### src/rtl/dvfs_pkg.sv
// Shared types, constants and the load saturation helper for the DVFS load monitor.
package dvfs_pkg;

  localparam int LOAD_W = 16;

  typedef logic [LOAD_W-1:0] load_t;
  typedef logic [1:0]        alpha_t;

  localparam load_t LOAD_MAX = 16'hFFFF;

  // Clamp a signed intermediate into the unsigned 16-bit load range.
  function automatic load_t sat_load(input logic signed [18:0] v);
    if (v < 0)             return '0;
    if (v > 19'sd65535)    return LOAD_MAX;
    return v[LOAD_W-1:0];
  endfunction

endpackage

### src/rtl/dvfs_load_monitor_load_ema_filter.sv
// One utilisation channel: window busy counter, scaling to 16 bits, EMA step and clamp.
// With DVFS_LOAD_PEAK_EN the pre-register EMA result is exported for peak tracking.
module load_ema_filter
  import dvfs_pkg::*;
#(
  parameter int WINDOW_LOG2 = 8
) (
  input  logic   clk,
  input  logic   rst_n,
  input  logic   busy_i,
  input  logic   window_end_i,
  input  logic   enable_i,
  input  alpha_t alpha_shift_i,
  output load_t  load_o
`ifdef DVFS_LOAD_PEAK_EN
  ,
  output load_t  load_nxt_o
`endif
);

  localparam int CW = WINDOW_LOG2 + 1;

  logic [CW-1:0]      cnt_q, cnt_d, total;
  logic [16:0]        raw_ext;
  load_t              raw, load_q, load_d, load_upd;
  logic signed [17:0] diff, step;
  logic signed [18:0] sum;

  // The busy flag of the closing cycle still belongs to the window being closed.
  assign total   = cnt_q + CW'(busy_i);
  assign raw_ext = 17'(total) << (LOAD_W - WINDOW_LOG2);
  assign raw     = sat_load(signed'({2'b00, raw_ext}));

  assign diff     = signed'({2'b00, raw}) - signed'({2'b00, load_q});
  assign step     = diff >>> alpha_shift_i;
  assign sum      = signed'({step[17], step}) + signed'({3'b000, load_q});
  assign load_upd = sat_load(sum);

  always_comb begin
    cnt_d  = total;
    load_d = load_q;
    if (!enable_i || window_end_i) cnt_d = '0;
    if (window_end_i)              load_d = load_upd;
  end

  always_ff @(posedge clk or negedge rst_n) begin
    if (!rst_n) begin
      cnt_q  <= '0;
      load_q <= '0;
    end else begin
      cnt_q  <= cnt_d;
      load_q <= load_d;
    end
  end

  assign load_o = load_q;
`ifdef DVFS_LOAD_PEAK_EN
  assign load_nxt_o = load_upd;
`endif

endmodule

### src/rtl/dvfs_load_monitor.sv
// DVFS load monitor top: window counter, per-channel EMA filters and load_valid pulse.
// Optional feature macro: DVFS_LOAD_PEAK_EN adds peak_load / peak_idx over the core channels.
module dvfs_load_monitor
  import dvfs_pkg::*;
#(
  parameter int NUM_CORES          = 4,
  parameter int LOAD_MONITOR_WIDTH = 16,
  parameter int WINDOW_LOG2        = 8
) (
  input  logic                                          clk,
  input  logic                                          rst_n,
  input  logic                                          enable,
  input  alpha_t                                        alpha_shift,
  input  logic [NUM_CORES-1:0]                          core_busy,
  input  logic                                          mem_busy,
  input  logic                                          noc_busy,
  input  logic                                          ai_busy,
  output logic [NUM_CORES-1:0][LOAD_MONITOR_WIDTH-1:0]  core_load,
  output logic [LOAD_MONITOR_WIDTH-1:0]                 memory_load,
  output logic [LOAD_MONITOR_WIDTH-1:0]                 noc_load,
  output logic [LOAD_MONITOR_WIDTH-1:0]                 ai_accel_load,
  output logic                                          load_valid
`ifdef DVFS_LOAD_PEAK_EN
  ,
  output logic [LOAD_MONITOR_WIDTH-1:0]                 peak_load,
  output logic [$clog2(NUM_CORES)-1:0]                  peak_idx
`endif
);

  logic [WINDOW_LOG2-1:0] wcnt_q, wcnt_d;
  logic                   valid_q;
  logic                   window_end;
  load_t [NUM_CORES-1:0]  core_q;
  load_t [2:0]            misc_q;
  logic  [2:0]            misc_busy;

  assign window_end = enable && (&wcnt_q);
  assign wcnt_d     = enable ? wcnt_q + 1'b1 : '0;

  always_ff @(posedge clk or negedge rst_n) begin
    if (!rst_n) begin
      wcnt_q  <= '0;
      valid_q <= 1'b0;
    end else begin
      wcnt_q  <= wcnt_d;
      valid_q <= window_end;
    end
  end

`ifdef DVFS_LOAD_PEAK_EN
  localparam int IW = $clog2(NUM_CORES);
  load_t [NUM_CORES-1:0] core_nxt;
`endif

  for (genvar i = 0; i < NUM_CORES; i++) begin : g_core
    load_ema_filter #(.WINDOW_LOG2(WINDOW_LOG2)) u_flt (
      .clk           (clk),
      .rst_n         (rst_n),
      .busy_i        (core_busy[i]),
      .window_end_i  (window_end),
      .enable_i      (enable),
      .alpha_shift_i (alpha_shift),
      .load_o        (core_q[i])
`ifdef DVFS_LOAD_PEAK_EN
      ,
      .load_nxt_o    (core_nxt[i])
`endif
    );
  end

  assign misc_busy = {ai_busy, noc_busy, mem_busy};

  for (genvar i = 0; i < 3; i++) begin : g_misc
    load_ema_filter #(.WINDOW_LOG2(WINDOW_LOG2)) u_flt (
      .clk           (clk),
      .rst_n         (rst_n),
      .busy_i        (misc_busy[i]),
      .window_end_i  (window_end),
      .enable_i      (enable),
      .alpha_shift_i (alpha_shift),
      .load_o        (misc_q[i])
`ifdef DVFS_LOAD_PEAK_EN
      ,
      .load_nxt_o    ()
`endif
    );
  end

  assign core_load     = core_q;
  assign memory_load   = misc_q[0];
  assign noc_load      = misc_q[1];
  assign ai_accel_load = misc_q[2];
  assign load_valid    = valid_q;

`ifdef DVFS_LOAD_PEAK_EN
  load_t           peak_q, peak_d;
  logic [IW-1:0]   idx_q, idx_d;

  // Strict compare keeps the lowest index on ties.
  always_comb begin
    peak_d = peak_q;
    idx_d  = idx_q;
    if (window_end) begin
      peak_d = core_nxt[0];
      idx_d  = '0;
      for (int i = 1; i < NUM_CORES; i++) begin
        if (core_nxt[i] > peak_d) begin
          peak_d = core_nxt[i];
          idx_d  = IW'(i);
        end
      end
    end
  end

  always_ff @(posedge clk or negedge rst_n) begin
    if (!rst_n) begin
      peak_q <= '0;
      idx_q  <= '0;
    end else begin
      peak_q <= peak_d;
      idx_q  <= idx_d;
    end
  end

  assign peak_load = peak_q;
  assign peak_idx  = idx_q;
`endif

endmodule

### config.mk
export PLATFORM = sky130hd
export DESIGN_NAME = dvfs_load_monitor
export DESIGN_NICKNAME = d
export VERILOG_FILES = /design/src/rtl/dvfs_pkg.sv /design/src/rtl/dvfs_load_monitor_load_ema_filter.sv /design/src/rtl/dvfs_load_monitor.sv
export SDC_FILE = /design/constraint.sdc
export NUM_CORES = 1
export LEC_CHECK = 0
export CAP_MARGIN = 20
export CORE_MARGIN = 3
export CORE_UTILIZATION = 35
export DETAILED_ROUTE_END_ITERATION = 6
export PLACE_DENSITY = 0.5
export SYNTH_ARGS = -nofsm -noshare
export SYNTH_HDL_FRONTEND = slang
export SYNTH_SLANG_ARGS = --single-unit
### constraint.sdc
create_clock -name clk -period 9.3 [get_ports clk]
set_clock_uncertainty 0.15 [all_clocks]
set_input_delay 1.395 -clock clk [delete_from_list [all_inputs] [get_ports clk]]
set_output_delay 1.395 -clock clk [all_outputs]
set_load 0.02 [all_outputs]
# After elaboration in Yosys (flattened, before gate mapping)
# Cells that the tools add are included.
# W data, S select, Z words.
[word_totals]
regBits = 184
[op_classes]
order_cmp = 21
muxes = 78
n_shift = 7
reduce_logical = 4
add_sub_neg = 22
[ops]
columns = ["op", "n"]
rows = [
  ["$mux W16", 42],
  ["$add A18 B17 Y19", 7],
  ["$gt A19 B17 Y1 const B", 7],
  ["$lt A19 B1 Y1 const B", 7],
  ["$sshr A17 B2 Y18", 7],
  ["$gt A17 B16 Y1 const B", 7],
  ["$sub A16 B16 Y17", 7],
  ["$add A9 B1 Y9", 7],
  ["$mux W9", 7],
  ["$mux W1", 28],
  ["$add A8 B1 Y8 const B", 1],
  ["$mux W8", 1],
  ["$reduce_and A8 Y1", 1],
  ["$logic_and A1 B1 Y1", 1],
  ["$logic_not A1 Y1", 1],
  ["$logic_or A1 B1 Y1", 1],
]

# Longest topological paths before layout
[logic_depth]
depth_word = 12
ltp_mapped = 27

# Cells and area by module
# Synthesis repeated with hierarchy kept, for this count alone.
[unflattened]
hier_cells = 2798
area_unflattened_um2 = 23019.6
[by_module_without_submodules]
columns = ["module", "n_inst", "seq_area_each_um2", "cells_per_inst", "area_each_um2"]
rows = [
  ["load_ema_filter at g_core[3].u_flt ...", 3, 625.6, 406, 3345.7],
  ["load_ema_filter at g_core[0].u_flt", 1, 625.6, 396, 3337.0],
  ["load_ema_filter at g_misc[2].u_flt", 1, 625.6, 376, 3101.7],
  ["load_ema_filter at g_core[2].u_flt", 1, 625.6, 390, 3090.5],
  ["load_ema_filter at g_core[1].u_flt", 1, 625.6, 383, 3059.2],
  ["dvfs_load_monitor", 1, 225.2, 35, 394.1],
]

# Least setup slack after synthesis
# OpenSTA, ideal clock, no wires.
[synth_path]
kind = "input port to flip-flop"
start = "input mem_busy"
end = "register g_misc[0].u_flt.load_q[0]"
n_path_buf = 3
arrival_time_ns = 6.842
required_time_ns = 9.029
setup_slack_ns = 2.187
setup_time_ns = 0.121
path_stages = 27
path_cell_list = "ha_1 -> ha_1 -> nand3_1 -> nor3_1 -> xnor2_1 -> clkbuf_1 -> inv_1 -> fa_1 -> a211o_1 -> a21o_1 -> or2_2 -> a21o_1 -> a21oi_1 -> xnor2_1 -> mux2i_1 -> mux2i_1 -> ha_1 -> a21oi_1 -> nand2_1 -> o21ai_1 -> a31oi_1 -> o2111ai_1 -> and3_1 -> clkbuf_1 -> clkbuf_1 -> o21bai_1 -> a22o_1"
[synth_between]
elab_chain_cells = 12
elab_cells_between_ends = 15
classes_between = "add/sub: 3; order compare: 3; shift: 1; mux: 8"
[synth_lines]
columns = ["element", "line", "text"]
rows = [
  ["start, declared", "dvfs_load_monitor.sv:15", "input logic mem_busy,"],
  ["$add A9 B1 Y9 *", "dvfs_load_monitor_load_ema_filter.sv:30", "assign total = cnt_q + CW'(busy_i);"],
  ["$gt A17 B16 Y1", "dvfs_pkg.sv:14", "if (v > 19'sd65535) return LOAD_MAX;"],
  ["$mux W1", "dvfs_pkg.sv:14", ""],
  ["$mux W16 *", "dvfs_pkg.sv:15", "return v[LOAD_W-1:0];"],
  ["$sub A16 B16 Y17 *", "dvfs_load_monitor_load_ema_filter.sv:34", "assign diff = signed'({2'b00, raw}) - signed'({2'b00, load_q});"],
  ["$sshr A17 B2 Y18 *", "dvfs_load_monitor_load_ema_filter.sv:35", "assign step = diff >>> alpha_shift_i;"],
  ["$add A18 B17 Y19 *", "dvfs_load_monitor_load_ema_filter.sv:36", "assign sum = signed'({step[17], step}) + signed'({3'b000, load_q});"],
  ["$gt A19 B17 Y1", "dvfs_pkg.sv:14", ""],
  ["$mux W1 (2 in a row)", "dvfs_pkg.sv:14", ""],
  ["$mux W16", "dvfs_pkg.sv:15", ""],
  ["$mux W16 *", "dvfs_pkg.sv:14", ""],
  ["end signal, assigned", "dvfs_load_monitor_load_ema_filter.sv:52", "load_q <= load_d;"],
  ["end, declared", "dvfs_load_monitor_load_ema_filter.sv:25", "load_t raw, load_q, load_d, load_upd;"],
]
# Mark *: on every way between the ends. The rest lies on a longest branch, timed or not. The select of a mux whose other input is x is not followed.
# A chain may end at the register's enable or synchronous reset.

# Worst setup path after layout
[layout_path]
start = "input core_busy[0]"
end = "register g_core[0].u_flt.load_q[1]"
[layout_between]
elab_chain_cells = 12
elab_cells_between_ends = 15
classes_between = "add/sub: 3; order compare: 3; shift: 1; mux: 8"
[layout_lines]
columns = ["element", "line", "text"]
rows = [
  ["start, declared", "dvfs_load_monitor.sv:14", "input logic [NUM_CORES-1:0] core_busy,"],
  ["$add A9 B1 Y9 *", "dvfs_load_monitor_load_ema_filter.sv:30", ""],
  ["$gt A17 B16 Y1", "dvfs_pkg.sv:14", ""],
  ["$mux W1", "dvfs_pkg.sv:14", ""],
  ["$mux W16 *", "dvfs_pkg.sv:15", ""],
  ["$sub A16 B16 Y17 *", "dvfs_load_monitor_load_ema_filter.sv:34", ""],
  ["$sshr A17 B2 Y18 *", "dvfs_load_monitor_load_ema_filter.sv:35", ""],
  ["$add A18 B17 Y19 *", "dvfs_load_monitor_load_ema_filter.sv:36", ""],
  ["$gt A19 B17 Y1", "dvfs_pkg.sv:14", ""],
  ["$mux W1 (2 in a row)", "dvfs_pkg.sv:14", ""],
  ["$mux W16", "dvfs_pkg.sv:15", ""],
  ["$mux W16 *", "dvfs_pkg.sv:14", ""],
  ["end signal, assigned", "dvfs_load_monitor_load_ema_filter.sv:52", ""],
  ["end, declared", "dvfs_load_monitor_load_ema_filter.sv:25", ""],
]
# Marks and branches as above.

==> results.json <==
{
  "run_status": "finished, final reports clean",
  "place_ws_ns": 0.573,
  "period_share_pct": 85.1,
  "chipWidth_um": 253,
  "peakVddDrop_uv": 162,
  "grt_max_degree": 77,
  "design.portCount": 125,
  "min_period_ns": 7.91,
  "synth-main-ff-cell": "dfrtp_1",
  "cts_num_sinks": 184,
  "path_depth": 25,
  "layout_setup_ws_ns": 1.39,
  "grt_pass1_wl_um": 103000,
  "core_area_mm2": 0.0597,
  "cp.required_ns": 9.54,
  "port_buffers": 124,
  "p_per_area_mw_per_mm2": 97.1,
  "synth_seq_area_share_pct": 21.5,
  "ant_nets": 0,
  "crit_start": "core_busy[0]",
  "globalRouteTotalUtil_pct": 20.0,
  "diodes": 0,
  "nFillCells": 6081,
  "instances_no_fill": 3419,
  "start_util_pct": 35.8,
  "cts_tree": "yes",
  "cts-hold-fix-buffers": 0,
  "dp_hpwl_um": 49400,
  "cp_slowest_cell": "or4_1",
  "endpoint": "g_core[0].u_flt.load_o[1]",
  "synthTopCellsByArea": "dfrtp_1 (22%), ha_1 (15%), xnor2_1 (5.1%)",
  "gp_congestion": 0.901,
  "firstDrtPassIters": 6,
  "syn_inst": 2549,
  "postLayoutCellArea_mm2": 0.0240,
  "rsz0062_at_grt": "no",
  "drive_above_1_share_pct": 5.33,
  "maxSlewViolCount": 0,
  "worst_r2r_startpoint": "g_core[1].u_flt.cnt_q[0]",
  "startpoint_type": "input port",
  "wl_per_cell_um": 18.6,
  "routed_via_density": 5.62,
  "slew_headroom_pct": 27.7,
  "post_synth.cell_area_avg_um2": 8.39,
  "postCtsResizedCells": 0,
  "overflow": 0,
  "syn_to_final_growth_pct": 12.5,
  "dpl_cell_area_mm2": 0.0234,
  "synth-async-reset-ratio_pct": 100,
  "path_buf_inv": 3,
  "worstReg2RegEnd": "g_core[1].u_flt.load_o[10]",
  "post_cts_buffers": 0,
  "clk_path_buf_depth": 2,
  "drc": 0,
  "htree_levels": 4,
  "rows": 89,
  "path_class": "input port to flip-flop",
  "leakagePower_nw": 11.6,
  "synth_area_mm2": 0.0214,
  "netlist.area_leader.share_pct": 21.5,
  "arrival_ns": 8.15,
  "clk_latency_ns": 0.50,
  "rrSetupSlack_ns": 2.42,
  "setup_viol": 0,
  "place_inst": 3384,
  "crit_fanout": 13,
  "end_kind": "flip-flop",
  "die_y_um": 253,
  "drv_cap": 0,
  "synth_enable_flop_cells": 0,
  "synth_cell_types": 93,
  "synth.ff_latch_count": 184,
  "holdWs_ns": 0.330,
  "multi_input_area_mm2": 0.0158,
  "fmax_ghz": 0.126,
  "dieArea_mm2": 0.0641,
  "clkTransAtPathRegs_ns": 0.07,
  "cts_buffers": 17,
  "grt_pass1_vias": 19000,
  "hold_viol": 0,
  "nets": 2921,
  "vias": 19200,
  "max_stage_delay_ns": 0.58,
  "worst_pin_slew_ns": 1.08,
  "syn_nets": 2837,
  "synth_common_cells": "ha_1 (262), nand2_1 (205), a21oi_1 (202)",
  "yosys.area.top_type": "dfrtp_1",
  "antenna_found_initial": 1,
  "cp_common_cell": "ha_1",
  "fin_tns_setup_ns": 0,
  "cts-root-buf": "clkbuf_16",
  "crit_family": "compound AO/OA/AOI/OAI gates",
  "synth_most_common_cell": "ha_1",
  "rr_worst_depth": 22,
  "wl_um": 63700,
  "hp-class": "flip-flop to flip-flop",
  "drtIter0Drc": 1162,
  "seq_area_mm2": 0.00460,
  "yosysWarnings": 0
}
[power by group]
group	switching, mW	leakage, nW	internal (mW)
clock network	0.380	0.279	0.389
registers	0.00505	2.34	0.807
logic	0.440	8.95	0.314
total	0.826	11.6	1.51
[cell families (layout without fill, tap and decap cells)]
family	Yosys count	in the layout	share of synthesized area, %
adder cells (fa/ha/maj)	276	276	16.6
AO/OA/AOI/OAI	789	789	25.6
multiplexers	119	119	6.53
AND/OR/NAND/NOR	698	698	15.5
buffers and inverters	244	341	4.41
XOR/XNOR	239	239	9.79
flip-flops	184	184	21.5
[cell usage in the layout (no fill, tap or decap), types with 18 or more instances in the layout]
master,instances
a211oi_1,41
a21o_1,89
a21oi_1,202
a221o_1,38
a221oi_1,19
a31oi_1,26
and2_1,36
and3_1,19
buf_4,24
clkdlybuf4s50_1,121
dfrtp_1,184
ha_1,262
inv_1,159
mux2i_1,91
nand2_1,204
nand2b_1,42
nand3_1,66
nand4_1,18
nor2_1,193
nor3_1,35
o211ai_1,24
o21a_1,37
o21ai_0,104
o21ai_1,25
o21bai_1,28
o221ai_1,26
xnor2_1,124
xor2_1,115
[cell type report]
| type | count | area share (%) |
|---|---|---|
| Sequential cell | 184 | 19.2 |
| Inverter | 162 | 2.54 |
| Tap cell | 773 | 4.02 |
| Clock inverter | 13 | 0.557 |
| Clock buffer | 19 | 1.88 |
| Multi-Input combinational cell | 2121 | 65.9 |
| Timing Repair Buffer | 147 | 5.93 |
[worst register-to-register path: stages (launching register included)]
cell and delay (ns):
dfrtp_1 0.37, ha_1 0.21, ha_1 0.23, nand2_1 0.16, nor3_1 0.08, xnor2_1 0.69, inv_1 0.39, fa_1 0.53
a21o_1 0.21, a221oi_1 0.41, o21bai_1 0.23, a211oi_1 0.31, xor2_1 0.27, o21ai_0 0.12, a21oi_1 0.16, a21oi_1 0.09
ha_1 0.36, nand2_1 0.10, o41a_1 0.46, a31oi_1 0.23, a31o_2 0.21, o21a_1 0.56, a221o_1 0.26
[worst min-delay path by stage]
| stage | start | endpoint | slack [ns] | depth (start not counted) |
|---|---|---|---|---|
| final | wcnt_q[0] | wcnt_q[0] | 0.33 | 1 |
| after global routing | wcnt_q[0] | wcnt_q[0] | 0.36 | 1 |
| after CTS | wcnt_q[0] | wcnt_q[0] | 0.34 | 1 |
| after detailed placement | wcnt_q[0] | wcnt_q[0] | 0.33 | 1 |
| after global placement | wcnt_q[0] | wcnt_q[0] | 0.32 | 1 |
| after floorplan | wcnt_q[0] | wcnt_q[0] | 0.30 | 1 |
[stage by stage]
step / utilization, % / total power [mW]
global route: 40.3 / 2.49
detailed placement: 39.2 / 1.58
floorplan: - / 1.41
finish: 40.3 / 2.34
CTS: 40.2 / 2.37
global placement: 39.2 / 1.57
[routing by layer]
layer,routed length (um),up-vias,global-route usage [%],part of all wire [%]
li1,-,9559,-,-
met1,30200,9208,26.9,47
met2,29600,368,33.3,46
met3,2460,71,2.83,3.9
met4,1420,0,6.06,2.2
met5,0,-,0,0
[state kept, by name (all words and copies together) (netlist names)]
signal	cells
wcnt_q	8
g_misc.u_flt.cnt_q	27
g_core.u_flt.cnt_q	36
g_misc.u_flt.load_o	48
g_core.u_flt.load_o	64
load_valid	1
Note: power is estimated with default switching activity, not from simulation.
